### src/rtl/mem_arb_2p_pkg.sv
// Shared definitions for the 2-port data-memory arbiter and the memory wrapper.
package mem_arb_2p_pkg;

  // Default geometry of the 1024x8 data memory.
  localparam int unsigned MEM_AW = 10;
  localparam int unsigned MEM_DW = 8;

  // Controller state: initial clear sweep, then normal arbitration.
  typedef enum logic {
    ST_CLEAR = 1'b0,
    ST_RUN   = 1'b1
  } state_e;

endpackage

### src/rtl/rr_arb2.sv
// Two-input round-robin arbiter; prio names the port that wins a tie.
module rr_arb2 (
  input  logic i_clk,
  input  logic i_rst,
  input  logic i_en,
  input  logic i_req0,
  input  logic i_req1,
  output logic o_gnt0,
  output logic o_gnt1
);

  logic prio_q;
  logic prio_d;

  // Grant a lone requester, or the prioritised one on a tie; hand priority to the other port after a grant.
  always_comb begin
    o_gnt0 = i_en & i_req0 & (~i_req1 | ~prio_q);
    o_gnt1 = i_en & i_req1 & (~i_req0 | prio_q);
    prio_d = prio_q;
    if (o_gnt0) begin
      prio_d = 1'b1;
    end else if (o_gnt1) begin
      prio_d = 1'b0;
    end
  end

  // Priority pointer register.
  always_ff @(posedge i_clk) begin
    if (i_rst) begin
      prio_q <= 1'b0;
    end else begin
      prio_q <= prio_d;
    end
  end

endmodule

### src/rtl/mem_arb_2p.sv
// Controller for a single-port data memory shared by the CPU (port 0) and the
// debug loader (port 1): optional clear sweep, round-robin grants, read return.
module mem_arb_2p
  import mem_arb_2p_pkg::*;
#(
  parameter int unsigned    AW             = MEM_AW,
  parameter int unsigned    DW             = MEM_DW,
  parameter bit             CLEAR_ON_RESET = 1'b1,
  parameter logic [DW-1:0]  CLEAR_VAL      = '0
) (
  input  logic          i_clk,
  input  logic          i_rst,
  input  logic          i_p0_req,
  input  logic          i_p0_we,
  input  logic [AW-1:0] i_p0_addr,
  input  logic [DW-1:0] i_p0_wdata,
  output logic          o_p0_gnt,
  output logic          o_p0_rvalid,
  output logic [DW-1:0] o_p0_rdata,
  input  logic          i_p1_req,
  input  logic          i_p1_we,
  input  logic [AW-1:0] i_p1_addr,
  input  logic [DW-1:0] i_p1_wdata,
  output logic          o_p1_gnt,
  output logic          o_p1_rvalid,
  output logic [DW-1:0] o_p1_rdata,
  output logic [AW-1:0] o_mem_addr,
  output logic          o_mem_we,
  output logic [DW-1:0] o_mem_wdata,
  input  logic [DW-1:0] i_mem_rdata,
  output logic          o_busy
);

  localparam logic [AW-1:0] LAST_ADDR = '1;

  state_e        state_q, state_d;
  logic [AW-1:0] clr_cnt_q, clr_cnt_d;
  logic [AW-1:0] mem_addr_q, mem_addr_d;
  logic          rd_pend_q, rd_pend_d;
  logic          rd_owner_q, rd_owner_d;
  logic          arb_en;

  // Requests are only considered once the sweep is done and reset is released.
  assign arb_en = (state_q == ST_RUN) && !i_rst;

  rr_arb2 u_arb (
    .i_clk  (i_clk),
    .i_rst  (i_rst),
    .i_en   (arb_en),
    .i_req0 (i_p0_req),
    .i_req1 (i_p1_req),
    .o_gnt0 (o_p0_gnt),
    .o_gnt1 (o_p1_gnt)
  );

  // Next state, memory port mux and read tagging; outputs are forced idle while reset is held.
  always_comb begin
    state_d     = state_q;
    clr_cnt_d   = clr_cnt_q;
    rd_pend_d   = 1'b0;
    rd_owner_d  = rd_owner_q;
    o_mem_addr  = mem_addr_q;
    o_mem_we    = 1'b0;
    o_mem_wdata = '0;
    o_busy      = 1'b0;
    unique case (state_q)
      ST_CLEAR: begin
        o_mem_addr  = clr_cnt_q;
        o_mem_we    = 1'b1;
        o_mem_wdata = CLEAR_VAL;
        o_busy      = 1'b1;
        clr_cnt_d   = clr_cnt_q + 1'b1;
        if (clr_cnt_q == LAST_ADDR) begin
          state_d = ST_RUN;
        end
      end
      ST_RUN: begin
        if (o_p0_gnt) begin
          o_mem_addr  = i_p0_addr;
          o_mem_we    = i_p0_we;
          o_mem_wdata = i_p0_wdata;
          rd_pend_d   = ~i_p0_we;
          rd_owner_d  = 1'b0;
        end else if (o_p1_gnt) begin
          o_mem_addr  = i_p1_addr;
          o_mem_we    = i_p1_we;
          o_mem_wdata = i_p1_wdata;
          rd_pend_d   = ~i_p1_we;
          rd_owner_d  = 1'b1;
        end
      end
      default: ;
    endcase
    mem_addr_d = o_mem_addr;
    if (i_rst) begin
      o_mem_addr  = '0;
      o_mem_we    = 1'b0;
      o_mem_wdata = '0;
      o_busy      = CLEAR_ON_RESET;
    end
  end

  // Read data comes straight from the memory; only the owner's valid is raised.
  assign o_p0_rvalid = rd_pend_q & ~rd_owner_q & ~i_rst;
  assign o_p1_rvalid = rd_pend_q &  rd_owner_q & ~i_rst;
  assign o_p0_rdata  = i_mem_rdata;
  assign o_p1_rdata  = i_mem_rdata;

  // State, sweep counter, held address and read tag registers.
  always_ff @(posedge i_clk) begin
    if (i_rst) begin
      state_q    <= CLEAR_ON_RESET ? ST_CLEAR : ST_RUN;
      clr_cnt_q  <= '0;
      mem_addr_q <= '0;
      rd_pend_q  <= 1'b0;
      rd_owner_q <= 1'b0;
    end else begin
      state_q    <= state_d;
      clr_cnt_q  <= clr_cnt_d;
      mem_addr_q <= mem_addr_d;
      rd_pend_q  <= rd_pend_d;
      rd_owner_q <= rd_owner_d;
    end
  end

endmodule
### config.mk
export PLATFORM = sky130hd
export DESIGN_NAME = mem_arb_2p
export DESIGN_NICKNAME = d
export VERILOG_FILES = /design/src/rtl/mem_arb_2p_pkg.sv /design/src/rtl/rr_arb2.sv /design/src/rtl/mem_arb_2p.sv
export SDC_FILE = /design/constraint.sdc
export NUM_CORES = 1
export LEC_CHECK = 0
export ABC_AREA = 1
export CORE_MARGIN = 1.5
export CORE_UTILIZATION = 34
export CTS_CLUSTER_SIZE = 24
export DETAILED_ROUTE_END_ITERATION = 7
export PLACE_DENSITY_LB_ADDON = 0.15
export SYNTH_ARGS = -nofsm -noshare
export SYNTH_HDL_FRONTEND = slang
export SYNTH_SLANG_ARGS = --single-unit
### constraint.sdc
create_clock -name i_clk -period 1.3 [get_ports i_clk]
set_clock_uncertainty 0.15 [all_clocks]
set_input_delay 0.13 -clock i_clk [delete_from_list [all_inputs] [get_ports i_clk]]
set_output_delay 0.13 -clock i_clk [all_outputs]
set_load 0.03 [all_outputs]
==> metrics.yaml <==
run_status:
  outcome: "complete, but fails checks"
  violations: "setup timing"
job:
  drv_cap: 0
sta:
  tns_ns: -13.02
  finalCritPeriodShare: 1.44
  max_slew_margin: 0.763
  fmax_mhz: 534
  finalSetupViolCount: 40
  min_period_ns: 1.87
  worst_pin_slew_ns: 0.352
  fin_ws_ns: -0.574
  whs_ns: 0.110
  hold_viol: 0
  rsz0062_at_grt: "yes"
  finalMaxSlewViolations: 0
detailed_routing:
  vias: 1738
  ant_nets: 0
  drt_iter0_markers: 45
  post_drt_wl_per_cell_um: 14.1
  firstDrtPassIters: 4
  postRouteWirelength_mm: 5.06
  vias_per_cell: 4.84
  drcViolationCount: 0
setup_path:
  cp.arrival_ns: 1.59
  start_kind: "flip-flop"
  critPathKind: "flip-flop to output pin"
  crit_path_end_kind: "output pin"
  cp_max_fo: 7
  cp.required_ns: 1.02
global_route:
  grt_overflow_total: 0
  met1_usage: 0.254
  grtUsageMet3: 0.0447
  grt_max_degree: 23
  grt_pass1_vias: 1704
  track_usage: 0.201
  grt_pass1_wl_mm: 7.99
  antenna_found_initial: 0
  top_usage_layer: "met2"
  met2_usage: 0.347
synth:
  ys_ff_latch: 24
  synth_area_um2: 1530
  syn_inst: 221
  avgSynthCellArea_um2: 6.91
  yosysMostFrequentCell: "nand2_1"
  synth_edf_count: 0
  yosysSeqAreaShare: 0.314
  ys_types: 27
  synth_top_area_share: 0.314
  synthArstFlopShare: 0
  synthFlopType: "dfxtp_1"
  synth_area_leaders: "dfxtp_1, nand2_1, buf_4"
  synth_common_cells: "nand2_1, inv_1, dfxtp_1"
  yosysTopAreaCell: "dfxtp_1"
  yosysWarnings: 0
  syn-num-nets: 272
floorplan:
  num_io_pins: 90
  start_util: 0.353
  die_w_um: 70.0
  die_area_um2: 4900
  core.rowCount: 24
  coreArea_um2: 4320
  die_h_um: 70.0
clock_network:
  clockRootBuffer: "clkbuf_8"
  path_clk_slew_ns: 0.09
  cts_buffers: 3
  numClockSinks: 24
  insertion_delay_ns: 0.26
  htree_levels: 1
  holdBufCountCts: 0
  cts_tree: "built"
  cts_max_path_buffers: 2
place:
  detailed_place_hpwl_mm: 3.31
  port_buffers: 65
  place_area_um2: 2350
  gp_congestion: 0.854
finish:
  postLayoutCellArea_um2: 2850
  area_delta_synth_final_pct: 86.6
  fin_nets: 359
  n_fill_cell: 368
  drive_gt1_frac: 0.476
  antenna_cells: 0
power_and_ir_drop:
  power_density_nw_per_um2: 551
  ir_worst_vdd_v: 0.000302
  p_leak_nw: 1.25
worst_hold_path:
  hold_class: "input pin to output pin"
==> flip-flops by register name (all words and copies together) (netlist names) <==
name,cells
rd_owner_q,1
u_arb.prio_q,1
rd_pend_q,1
state_q,1
clr_cnt_q,10
mem_addr_q,10
==> cell usage in the layout (no fill, tap or decap), types with 3 or more instances in the layout <==
master / netlist / layout
o21ai_2: 0 / 3
a22o_4: 0 / 8
nor2_1: 8 / 7
nand3_2: 0 / 3
buf_8: 0 / 3
nand4_1: 5 / 5
dfxtp_2: 0 / 8
a21oi_1: 17 / 9
clkbuf_8: 0 / 4
nand3_1: 7 / 4
clkdlybuf4s50_1: 0 / 39
o21ai_0: 13 / 8
inv_2: 3 / 11
nand3_4: 1 / 3
nand2_4: 0 / 5
o211ai_1: 5 / 5
a21oi_4: 0 / 9
dfxtp_1: 24 / 16
inv_1: 29 / 18
nand2_2: 1 / 12
buf_4: 17 / 32
nand2_1: 57 / 41
buf_6: 3 / 26
==> worst max-delay path, cell delays in order (launching register included) <==
cell and delay, ns:
dfxtp_2 0.36, inv_4 0.05, nor2_8 0.18, buf_6 0.14, nand3_4 0.09, nand2_1 0.07, o211ai_1 0.12, a21oi_4 0.17
buf_6 0.15
==> repair_timing <==
action,4_1_cts,5_1_grt
cloned,4,0
gates resized for setup,50,42
pin swaps,8,6
setup buffers,7,9
setup endpoints to repair,45,45
==> power by group <==
part / switching (mW) / internal [mW] / total (mW)
Sequential: 0.0115 / 0.749 / 0.761
Clock: 0.243 / 0.270 / 0.513
Combinational: 0.122 / 0.175 / 0.298
==> through the flow <==
| stage | cells | utilization | power, mW | setup WS, ns |
|---|---|---|---|---|
| CTS | 350 | 0.617 | 1.55 | -0.584 |
| detailed placement | 335 | 0.544 | 1.03 | -0.695 |
| global placement | 335 | 0.544 | 1.03 | -0.656 |
| finish | 359 | 0.659 | 1.57 | -0.574 |
| floorplan | 221 | - | 0.938 | -0.248 |
| global route | 359 | 0.659 | 1.64 | -0.689 |
==> metal layers <==
| layer | wire length, um | vias up | part of all wire |
|---|---|---|---|
| li1 | - | 882 | - |
| met1 | 2220 | 806 | 0.44 |
| met2 | 2500 | 46 | 0.49 |
| met3 | 291 | 4 | 0.058 |
| met4 | 45 | 0 | 0.0089 |
| met5 | 0 | - | 0 |
==> final timing paths <==
kind	startpoint	to	slack, ns	cells after the start
worst max register to register	state_q	clr_cnt_q[7]	-0.17	10
worst min-delay path	i_mem_rdata[7]	o_p0_rdata[7]	0.11	0
worst min register to register	clr_cnt_q[8]	clr_cnt_q[8]	0.34	2
worst max-delay path	state_q	o_mem_addr[9]	-0.57	8
==> cell type report <==
type                    instances  area [um2]  share of cell area
inverters                      32         131              0.0461
multi-input cells             143        1090               0.383
well taps                      52        65.1              0.0228
repair buffers                103        1010               0.354
flip-flops and latches         24         490               0.172
clock buffers                   4        55.1              0.0193
repair inverters                1        7.51             0.00263
==> cells by family after synthesis <==
logic type | Yosys count | synth area share
adder cells (fa/ha/maj) | 1 | 0.00819
buffers and inverters | 56 | 0.195
AO/OA/AOI/OAI | 50 | 0.211
AND/OR/NAND/NOR | 90 | 0.271
flip-flops | 24 | 0.314
Note: power is estimated with default switching activity, not from simulation.
